**src/rtl/tpu_pkg.sv**
```systemverilog
// Shared definitions for the systolic-array front end (feeders and de-skewer).
// Contents: default activation width, feeder state encoding, skew-length helpers.
package tpu_pkg;

    localparam int unsigned ACT_W = 8;

    typedef enum logic {
        IDLE   = 1'b0,
        STREAM = 1'b1
    } feeder_state_e;

    // Number of beats needed to push an n-wide tile diagonally through the array.
    function automatic int unsigned skew_len(input int unsigned n);
        return 2 * n - 1;
    endfunction

    // Width of a beat index register covering 0 .. skew_len(n)-1 (never zero).
    function automatic int unsigned beat_idx_w(input int unsigned n);
        return (skew_len(n) > 1) ? $clog2(skew_len(n)) : 1;
    endfunction

endpackage

```
**src/rtl/skew_beat_sel.sv**
```systemverilog
// Combinational beat selector for the skewed activation feeder.
// Lane r of beat k carries tile element A[r][k-r] when 0 <= k-r < N, else zero.
// Ports:
//   tile_i  N*N*DATA_W  latched tile, row-major, A[r][c] at (r*N+c)*DATA_W
//   k_i     KW          beat index
//   beat_o  N*DATA_W    lane vector, lane r at r*DATA_W
module skew_beat_sel
    import tpu_pkg::*;
#(
    parameter int unsigned N      = 2,
    parameter int unsigned DATA_W = ACT_W,
    parameter int unsigned KW     = beat_idx_w(N)
) (
    input  logic [N*N*DATA_W-1:0] tile_i,
    input  logic [KW-1:0]         k_i,
    output logic [N*DATA_W-1:0]   beat_o
);

    // Element (r,c) sits on anti-diagonal r+c; everything else is padding.
    always_comb begin
        beat_o = '0;
        for (int r = 0; r < int'(N); r++) begin
            for (int c = 0; c < int'(N); c++) begin
                if (int'(k_i) == r + c) begin
                    beat_o[r*DATA_W +: DATA_W] = tile_i[(r*N+c)*DATA_W +: DATA_W];
                end
            end
        end
    end

endmodule

```
**src/rtl/input_skew_feeder.sv**
```systemverilog
// Activation feeder for an N x N systolic array.
// Accepts a whole tile over valid/ready, then streams 2N-1 diagonally skewed
// beats under array-side advance/stall, accepting the next tile on the last
// beat so consecutive tiles flow without a bubble.
// Ports:
//   clk, reset           clock, asynchronous active-high reset
//   in_valid/in_ready    tile handshake (in_ready is combinational)
//   in_data              N*N*DATA_W tile, row-major
//   advance              array consumes the current beat; low stalls
//   out_valid/out_data   registered beat, lane r at r*DATA_W
//   out_first/out_last   beat 0 / beat 2N-2 markers
//   busy                 feeder is streaming
module input_skew_feeder
    import tpu_pkg::*;
#(
    parameter int unsigned N      = 2,
    parameter int unsigned DATA_W = ACT_W
) (
    input  logic                  clk,
    input  logic                  reset,
    input  logic                  in_valid,
    output logic                  in_ready,
    input  logic [N*N*DATA_W-1:0] in_data,
    input  logic                  advance,
    output logic                  out_valid,
    output logic [N*DATA_W-1:0]   out_data,
    output logic                  out_first,
    output logic                  out_last,
    output logic                  busy
);

    localparam int unsigned KW     = beat_idx_w(N);
    localparam int unsigned TILE_W = N * N * DATA_W;
    localparam int unsigned BEAT_W = N * DATA_W;
    localparam logic [KW-1:0] K_LAST = KW'(skew_len(N) - 1);

    feeder_state_e      state_q, state_d;
    logic [KW-1:0]      k_q, k_d;
    logic [TILE_W-1:0]  tile_q, tile_d;
    logic               out_valid_q, out_valid_d;
    logic [BEAT_W-1:0]  out_data_q, out_data_d;
    logic               out_first_q, out_first_d;
    logic               out_last_q, out_last_d;
    logic               busy_q, busy_d;

    logic               transfer;
    logic               load_beat;
    logic               drop_beat;
    logic [BEAT_W-1:0]  next_beat;

    // Ready only when idle or when the final beat is being consumed.
    assign in_ready = !reset &&
                      ((state_q == IDLE) ||
                       ((state_q == STREAM) && (k_q == K_LAST) && advance));
    assign transfer = in_valid && in_ready;

    // Beat selection works on next-state tile/index so outputs stay registered.
    skew_beat_sel #(
        .N      (N),
        .DATA_W (DATA_W),
        .KW     (KW)
    ) u_beat_sel (
        .tile_i (tile_d),
        .k_i    (k_d),
        .beat_o (next_beat)
    );

    // Next-state logic: tile capture, beat stepping, end-of-tile handling.
    always_comb begin
        state_d   = state_q;
        k_d       = k_q;
        tile_d    = tile_q;
        load_beat = 1'b0;
        drop_beat = 1'b0;

        case (state_q)
            IDLE: begin
                if (transfer) begin
                    state_d   = STREAM;
                    tile_d    = in_data;
                    k_d       = '0;
                    load_beat = 1'b1;
                end
            end
            STREAM: begin
                if (advance) begin
                    if (k_q == K_LAST) begin
                        if (transfer) begin
                            tile_d    = in_data;
                            k_d       = '0;
                            load_beat = 1'b1;
                        end else begin
                            state_d   = IDLE;
                            k_d       = '0;
                            drop_beat = 1'b1;
                        end
                    end else begin
                        k_d       = k_q + KW'(1);
                        load_beat = 1'b1;
                    end
                end
            end
            default: begin
                state_d = IDLE;
                k_d     = '0;
            end
        endcase
    end

    // Next output values: load a fresh beat, clear on return to idle, else hold.
    always_comb begin
        out_valid_d = out_valid_q;
        out_data_d  = out_data_q;
        out_first_d = out_first_q;
        out_last_d  = out_last_q;
        busy_d      = busy_q;

        if (load_beat) begin
            out_valid_d = 1'b1;
            out_data_d  = next_beat;
            out_first_d = (k_d == '0);
            out_last_d  = (k_d == K_LAST);
            busy_d      = 1'b1;
        end else if (drop_beat) begin
            out_valid_d = 1'b0;
            out_data_d  = '0;
            out_first_d = 1'b0;
            out_last_d  = 1'b0;
            busy_d      = 1'b0;
        end
    end

    // State and output registers.
    always_ff @(posedge clk or posedge reset) begin
        if (reset) begin
            state_q     <= IDLE;
            k_q         <= '0;
            tile_q      <= '0;
            out_valid_q <= 1'b0;
            out_data_q  <= '0;
            out_first_q <= 1'b0;
            out_last_q  <= 1'b0;
            busy_q      <= 1'b0;
        end else begin
            state_q     <= state_d;
            k_q         <= k_d;
            tile_q      <= tile_d;
            out_valid_q <= out_valid_d;
            out_data_q  <= out_data_d;
            out_first_q <= out_first_d;
            out_last_q  <= out_last_d;
            busy_q      <= busy_d;
        end
    end

    assign out_valid = out_valid_q;
    assign out_data  = out_data_q;
    assign out_first = out_first_q;
    assign out_last  = out_last_q;
    assign busy      = busy_q;

endmodule

```
**config.mk**
```make
export PLATFORM = sky130hd
export DESIGN_NAME = input_skew_feeder
export DESIGN_NICKNAME = d
export VERILOG_FILES = /design/src/rtl/tpu_pkg.sv /design/src/rtl/skew_beat_sel.sv /design/src/rtl/input_skew_feeder.sv
export SDC_FILE = /design/constraint.sdc
export NUM_CORES = 1
export LEC_CHECK = 0
export BUFFER_PORTS_ARGS = -buffer_cell sky130_fd_sc_hd__buf_4
export CAP_MARGIN = 40
export CORE_ASPECT_RATIO = 1.25
export CORE_MARGIN = 2
export CORE_UTILIZATION = 45
export DETAILED_ROUTE_END_ITERATION = 8
export GPL_ROUTABILITY_DRIVEN = 0
export PLACE_DENSITY = 0.72
export RECOVER_POWER = 50
export SLEW_MARGIN = 10
export SYNTH_ARGS = -nofsm -noshare
export SYNTH_HDL_FRONTEND = slang
export SYNTH_HIERARCHICAL = 1
export SYNTH_SLANG_ARGS = --single-unit
```
**constraint.sdc**
```tcl
create_clock -name clk -period 2.8 [get_ports clk]
set_clock_uncertainty 0.2 [all_clocks]
set_input_delay 0.14 -clock clk [delete_from_list [all_inputs] [get_ports clk]]
set_output_delay 0.14 -clock clk [all_outputs]
set_load 0.05 [all_outputs]
```
==> flow_summary.toml, run 1 <==
[worst_hold_path]
hold_path_class = "in2reg"

[routing]
drtIter0Drc = 61
drt-total-wl_mm = 5.10
drt-vias-per-instance = 5.21
drt_first_pass_iters = 4
routedWlPerCell_microns = 15.7
drcViolationCount = 0
drtAntennaViolNets = 0
dr_total_vias = 1698

[sta]
hold_viol = 0
clock.fmax_mhz = 408
rsz0062_at_grt = "false"
period_minus_slack_ns = 2.45
setup_viol = 0
worstMarginPinSlew_ns = 1.11
maxSlewViolCount = 0
slew_headroom_pct = 25.8
fin_tns_setup_ns = 0
min_period_over_period_pct = 87.5

[yosys]
synth_area_leader_cell = "dfrtp_1"
synthCells = 173
synth_cell_types = 28
synth.cell_area_sq_um = 2400
post_synth.cell_area_avg_sq_um = 13.9
yosysSeqAreaShare_pct = 56.2
ys_warn_count = 6
synth.top_cell.area_share_pct = 56.2
synthTopCellsByArea = "dfrtp_1 56%, mux2_2 12%, a32o_1 6.7%"
ys_ff_latch = 54
synthesis.nets = 209

[cells_and_area]
diodes = 0
nNetsFinal = 299
area_growth_pct = 32.6
fill_cells = 418
most-common-layout-cells = "54 x dfrtp_1, 41 x buf_4, 34 x dlygate4sd3_1"
drive_above_1_share_pct = 30.7
final_cells = 326
final_common_cell = "dfrtp_1"

[grt]
grt.busiest_layer = "met2"
grt_pass1_wl_mm = 8.46
antenna_found_initial = 0
grt_max_degree = 33
met1_usage_pct = 22.3
grt_use_met2_pct = 31.6
grt_overflow_total = 0
grt_use_total_pct = 18.0
grt_util_met3_pct = 4.23
grt_pass1_vias = 1778

[setup_path]
critPathLaunch = "reset"
cp_max_fo = 32
cp_data_arrival_time_ns = 2.45
rr_worst_depth = 6
rrSetupSlack_ns = 0.45
worst-setup-path-type = "in2reg"
crit_end = "out_data[8]"
endpoint_kind = "register"
critPathLaunchType = "input port"
cp.required_ns = 2.81
worstReg2RegEnd = "out_data[8]"
timing.rr.start = "k_q[0]"

[floorplanning]
boundaryPins = 57
die_w_microns = 69.4
initial_core_util_pct = 47.0
dieArea_sq_um = 5950
rows = 29
die_h_microns = 85.7
core_sq_um = 5120

[placed_design]
dp_hpwl_mm = 3.40
dp.cells = 284
port_buffers = 56

[job]
maxCapViolCount = 0

[clock_network]
cts_setup_buffers = 0
htreeDepth = 2
cts_resized = 0
root_buffer = "clkbuf_8"
clk_path_buf_depth = 2
cts_tree = "built"
cts_buffers = 5
cts-hold-fix-buffers = 34
insertion_delay_ns = 0.31
cts.sinks = 54
path_clk_slew_ns = 0.09

[power]
cell_internal_pwr_uw = 2000
pwr-share-comb_pct = 49.4
vdd_drop_max_mv = 0.497
power.switching_fraction_pct = 41.1
clkPwrFrac_pct = 12.7
switchingPower_uw = 1390
power_density_nw_per_um2 = 1060
p_leak_uw = 0.00144
seqPwrFrac_pct = 37.9

[run_status]
status = "complete, no violations"
-- through the flow --
step	hold slack, ns	cell area (sq um)	worst slack [ns]	power (uW)	util (%)
CTS	0.00226	3270	0.333	3510	63.9
finish	0.0126	3190	0.351	3390	62.3
detailed placement	-0.0244	2840	0.446	3030	55.5
global placement	-0.0315	2830	0.533	2990	55.3
global route	0.0222	3190	0.245	3600	62.3
floorplan	0.0959	2400	0.758	2650	-
-- routing by layer --
layer | vias up | part of all wire [%] | routed length (microns)
met1 | 836 | 43 | 2200
met5 | - | 0 | 0
met3 | 5 | 4.7 | 240
met2 | 46 | 51 | 2600
li1 | 811 | - | -
met4 | 0 | 1.2 | 62
-- worst min-delay path by stage --
stage	from	end	slack (ns)	cells past startpoint
2_1_floorplan	in_data[0]	tile_q[0]	0.1	1
3_3_place_gp	reset	tile_q[31]	-0.03	2
3_5_place_dp	reset	out_data[0]	-0.02	2
4_1_cts	in_valid	state_q	0.002	3
5_1_grt	in_valid	state_q	0.02	3
6_report	in_valid	state_q	0.01	3
-- power groups by stage --
stage               sequential (uW)  clock, uW  combinational, uW
global route                   1330        479               1800
global placement               1290          0               1700
floorplan                      1590          0               1060
CTS                            1290        448               1770
finish                         1280        429               1670
detailed placement             1310          0               1730
-- registers in the layout, summed over array words and instances, names as in the netlist --
signal	cells
tile_q	32
out_data	16
k_q	2
busy	1
out_first	1
out_last	1
state_q	1
-- final cells by class --
class	instances	area [sq um]	share of cell area, %
Inverter	2	7.51	0.235
Tap cell	62	77.6	2.43
Timing Repair Buffer	97	738	23.2
Multi-Input combinational cell	103	926	29.0
Sequential cell	54	1350	42.4
Clock buffer	5	68.8	2.16
Clock inverter	3	18.8	0.589
-- cell families (layout without fill, tap and decap cells) --
family,count (synthesis),count (layout),share of synthesized area (%)
compound gates,35,35,12.9
simple gates,26,26,6.35
flops,54,54,56.2
mux,42,42,19.3
buf+inv,16,107,5.31
-- critical path: stages --
cell,delay (ns)
dlygate4sd3_1,0.53
clkbuf_1,0.13
nand2b_1,0.27
a21oi_4,0.15
buf_4,0.39
mux2_2,0.40
a22o_1,0.21
a32o_1,0.21
-- synth_stat cells, drive strengths merged --
master and instances:
and3b 1, a31oi 1, dfrtp 54, mux2 32
nand2b 3, o21ai 5, a32o 16, a22o 9
nor2 9, clkbuf 1, mux2i 10, o211ai 1
nand3b 1, o22ai 1, inv 2, nor3 1
buf 13, a21oi 2, nand2 5, nor2b 6
(Power assumes the default switching activity.)
==> inputs of run 2 (changes only) <==
--- a/config.mk
+++ b/config.mk
@@ -5,6 +5,7 @@
 export SDC_FILE = /design/constraint.sdc
 export NUM_CORES = 1
 export LEC_CHECK = 0
+export ABC_CLOCK_PERIOD_IN_PS = 2800
 export BUFFER_PORTS_ARGS = -buffer_cell sky130_fd_sc_hd__buf_4
 export CAP_MARGIN = 40
 export CORE_ASPECT_RATIO = 1.25
@@ -12,10 +13,11 @@
 export CORE_UTILIZATION = 45
 export DETAILED_ROUTE_END_ITERATION = 8
 export GPL_ROUTABILITY_DRIVEN = 0
-export PLACE_DENSITY = 0.72
+export PLACE_DENSITY = 0.69
 export RECOVER_POWER = 50
 export SLEW_MARGIN = 10
 export SYNTH_ARGS = -nofsm -noshare
 export SYNTH_HDL_FRONTEND = slang
 export SYNTH_HIERARCHICAL = 1
 export SYNTH_SLANG_ARGS = --single-unit
+export TNS_END_PERCENT = 30
==> flow_summary.toml, run 2 (synthesized netlist as in run 1, its figures left out) <==
[run_status]
status = "complete, no violations"

[grt]
grt_use_total_pct = 18.5
grt_max_degree = 40
grt_pass1_wl_mm = 8.73
antenna_found_initial = 0
grt_overflow_total = 0
grt_pass1_vias = 1793

[setup_path]
endpoint_kind = "register"
cp.required_ns = 2.80
timing.rr.start = "k_q[0]"
worst-setup-path-type = "in2reg"
rrSetupSlack_ns = 0.56
cp_data_arrival_time_ns = 2.47
rr_worst_depth = 6
worstReg2RegEnd = "out_data[9]"
critPathLaunchType = "input port"
cp_max_fo = 18

[routing]
drt-total-wl_mm = 5.15
dr_total_vias = 1707
drt_first_pass_iters = 4
drtAntennaViolNets = 0
drtIter0Drc = 125
drcViolationCount = 0
drt-vias-per-instance = 5.22
routedWlPerCell_microns = 15.8

[cells_and_area]
most-common-layout-cells = "54 x dfrtp_1, 40 x buf_4, 35 x dlygate4sd3_1"
fin_util_pct = 62.7
drive_above_1_share_pct = 30.2
largest_reg_flops = 32
diodes = 0
top_register = "tile_q"
final_common_cell = "dfrtp_1"
nNetsFinal = 300
area_growth_pct = 33.5

[sta]
period_minus_slack_ns = 2.48
maxSlewViolCount = 0
clock.fmax_mhz = 404
slew_headroom_pct = 35.3
fin_ws_ns = 0.324
min_period_over_period_pct = 88.4
hold_viol = 0
fin_tns_setup_ns = 0
setup_viol = 0
rsz0062_at_grt = "false"
worstMarginPinSlew_ns = 0.970

[clock_network]
clk_path_buf_depth = 2
path_clk_slew_ns = 0.09
cts_buffers = 5
htreeDepth = 2
cts-hold-fix-buffers = 35
cts_resized = 0
cts.sinks = 54
cts_tree = "built"
insertion_delay_ns = 0.31
cts_setup_buffers = 0
root_buffer = "clkbuf_8"

[power]
vdd_drop_max_mv = 0.508
power_density_nw_per_um2 = 1080
p_leak_uw = 0.00145

[floorplanning]
dieArea_sq_um = 5950
die_w_microns = 69.4
initial_core_util_pct = 47.0
rows = 29
core_sq_um = 5120
die_h_microns = 85.7
boundaryPins = 57

[worst_hold_path]
hold_path_class = "in2async"

[placed_design]
preCtsSetupSlack_ns = 0.577
dp_hpwl_mm = 3.32
port_buffers = 56

[job]
maxCapViolCount = 0
-- run 2: how the worst max path moves through the flow --
stage / start / to / slack [ns]
2_1_floorplan: k_q[0] / out_data[8] / 0.76
3_3_place_gp: k_q[0] / out_data[14] / 0.57
3_5_place_dp: k_q[0] / out_data[8] / 0.58
4_1_cts: reset / out_data[8] / 0.47
5_1_grt: advance / out_data[10] / 0.21
6_report: advance / out_data[9] / 0.32
-- run 2: metal layers --
metal	GRT usage, %	part of all wire (%)
met1	25.0	46
met2	30.2	49
met3	3.88	4.0
met4	5.35	1.3
met5	0	0
-- run 2: cell type report --
type	count	area (sq um)
Clock buffer	5	68.8
Clock inverter	3	40.0
Fill cell	419	1910
Inverter	2	7.51
Multi-Input combinational cell	103	926
Sequential cell	54	1350
Tap cell	62	77.6
Timing Repair Buffer	98	738
-- run 2: report_power, final --
part | internal [uW] | switching, uW
Sequential | 1130 | 157
Combinational | 676 | 989
Clock | 263 | 247
Total | 2070 | 1390
-- run 2: stage by stage --
step           total power (uW)  std cells  hold WS [ns]  cell area (sq um)
2_1_floorplan              2650        173        0.0959               2400
3_3_place_gp               2990        284       -0.0665               2840
3_5_place_dp               3040        284       -0.0590               2840
4_1_cts                    3590        327         0.161               3290
5_1_grt                    3690        327         0.321               3210
6_report                   3460        327         0.263               3210
-- run 2: worst max-delay path, stage by stage --
cell           delay (ns)
dlygate4sd3_1        0.53
clkbuf_1             0.39
nand3b_4             0.15
a21oi_4              0.17
buf_4                0.28
mux2_1               0.37
a22o_1               0.21
a32o_1               0.22
==> inputs of run 3 (changes only) <==
--- a/config.mk
+++ b/config.mk
@@ -11,6 +11,7 @@
 export CORE_ASPECT_RATIO = 1.25
 export CORE_MARGIN = 2
 export CORE_UTILIZATION = 45
+export CTS_BUF_LIST = sky130_fd_sc_hd__clkbuf_4
 export DETAILED_ROUTE_END_ITERATION = 8
 export GPL_ROUTABILITY_DRIVEN = 0
 export PLACE_DENSITY = 0.69
==> flow_summary.toml, run 3 (synthesized netlist as in run 1, its figures left out) <==
[clock_network]
cts.sinks = 54
cts_buffers = 5
clk_path_buf_depth = 2
root_buffer = "clkbuf_4"
insertion_delay_ns = 0.36
path_clk_slew_ns = 0.15
htreeDepth = 2
cts_tree = "built"

[floorplanning]
dieArea_sq_um = 5950
die_w_microns = 69.4
initial_core_util_pct = 47.0
die_h_microns = 85.7
boundaryPins = 57
rows = 29
core_sq_um = 5120

[routing]
drcViolationCount = 0
drt_first_pass_iters = 4
dr_total_vias = 1713
drtIter0Drc = 134
drt-total-wl_mm = 5.14
drtAntennaViolNets = 0
routedWlPerCell_microns = 15.7
drt-vias-per-instance = 5.24

[sta]
period_minus_slack_ns = 2.36
worstMarginPinSlew_ns = 0.983
fin_tns_setup_ns = 0
min_period_over_period_pct = 84.3
maxSlewViolCount = 0
slew_headroom_pct = 34.4
hold_ws_ns = 0.198
hold_viol = 0
clock.fmax_mhz = 424
rsz0062_at_grt = "false"
fin_ws_ns = 0.441
setup_viol = 0

[job]
maxCapViolCount = 0

[cells_and_area]
most-common-layout-cells = "54 x dfrtp_1, 41 x buf_4, 35 x dlygate4sd3_1"
nNetsFinal = 300
largest_reg_flops = 32
top_register = "tile_q"
area_growth_pct = 31.8
drive_above_1_share_pct = 30.2
final_common_cell = "dfrtp_1"
diodes = 0

[setup_path]
cp.required_ns = 2.86
cp_slowest_stage_delay_ns = 0.48
critPathLaunchType = "register"
rr_worst_depth = 6
worst-setup-path-type = "reg2reg"
cp_data_arrival_time_ns = 2.42
endpoint_kind = "register"
cp_max_fo = 18
crit_chain = "nand3b_1, a21oi_4, buf_4, mux2_2, a22o_1, a32o_1"
cpMaxStageDelayCell = "dfrtp_1"

[power]
vdd_drop_max_mv = 0.486
switchingPower_uw = 1370
pwr-share-comb_pct = 49.4
power.switching_fraction_pct = 40.9
cell_internal_pwr_uw = 1980
p_leak_uw = 0.00142
clkPwrFrac_pct = 12.4
seqPwrFrac_pct = 38.2
power_density_nw_per_um2 = 1060

[grt]
antenna_found_initial = 0
grt_overflow_total = 0
grt_use_total_pct = 18.3
grt_pass1_wl_mm = 8.71
grt_pass1_vias = 1801
grt_max_degree = 40

[run_status]
status = "complete, no violations"

[placed_design]
preCtsSetupSlack_ns = 0.577
port_buffers = 56
dp_hpwl_mm = 3.32

[worst_hold_path]
hold_path_class = "in2async"
[run 3: changes by cell type in the layout (fill, tap and decap cells not counted)]
cell	delta
buf_4	+1
clkbuf_1	-1
clkbuf_4	+5
clkbuf_8	-5
nand3b_1	+1
nand3b_4	-1
[run 3: critical path: cells and delay by family, from the launching register on]
kind / cells / cell delay [ns]
compound gates: 3 / 0.62
flops: 1 / 0.48
mux: 1 / 0.38
simple gates: 1 / 0.29
buf+inv: 1 / 0.28
[run 3: final timing paths]
check	slack, ns	endpoint	startpoint
setup / recovery	0.44	out_data[8]	k_q[0]
hold / removal	0.20	tile_q[5]	reset
setup reg to reg	0.44	out_data[8]	k_q[0]
hold reg to reg	0.30	tile_q[25]	tile_q[25]
max in group asynchronous	0.84	out_data[8]	reset
min in group clk	0.30	tile_q[25]	tile_q[25]
[run 3: area by class of cell]
| type | count | area [sq um] |
|---|---|---|
| clock inverter | 3 | 40.0 |
| timing repair buffer | 98 | 742 |
| fill | 422 | 1950 |
| inverter | 2 | 7.51 |
| clock buffer | 5 | 37.5 |
| multi-input combinational | 103 | 913 |
| sequential | 54 | 1350 |
| tap | 62 | 77.6 |
[run 3: power groups by stage]
| stage | Combinational [uW] | Sequential [uW] | Clock [uW] |
|---|---|---|---|
| 2_1_floorplan | 1060 | 1590 | 0 |
| 3_3_place_gp | 1690 | 1290 | 0 |
| 3_5_place_dp | 1730 | 1310 | 0 |
| 4_1_cts | 1770 | 1290 | 435 |
| 5_1_grt | 1800 | 1320 | 457 |
| 6_report | 1660 | 1280 | 416 |
[run 3: routing by layer]
layer	wire [microns]	track usage (%)	vias up	part of all wire (%)
li1	-	-	817	-
met1	2400	24.5	845	47
met2	2520	30.6	49	49
met3	196	3.88	2	3.8
met4	29	4.81	0	0.56
met5	0	0	-	0
[run 3: stage by stage]
step | util (%) | instance area [sq um] | instances | total power [uW]
global placement | 55.4 | 2840 | 284 | 2990
floorplan | - | 2400 | 173 | 2650
finish | 61.9 | 3170 | 327 | 3360
detailed placement | 55.4 | 2840 | 284 | 3040
global route | 61.9 | 3170 | 327 | 3580
CTS | 63.8 | 3260 | 327 | 3500
[run 3: timing repair]
action / in CTS / in global routing
endpoints found under the hold margin: 50 / 0
setup buffers: 0 / 0
resized for setup: 0 / 0
hold buffers: 35 / 0
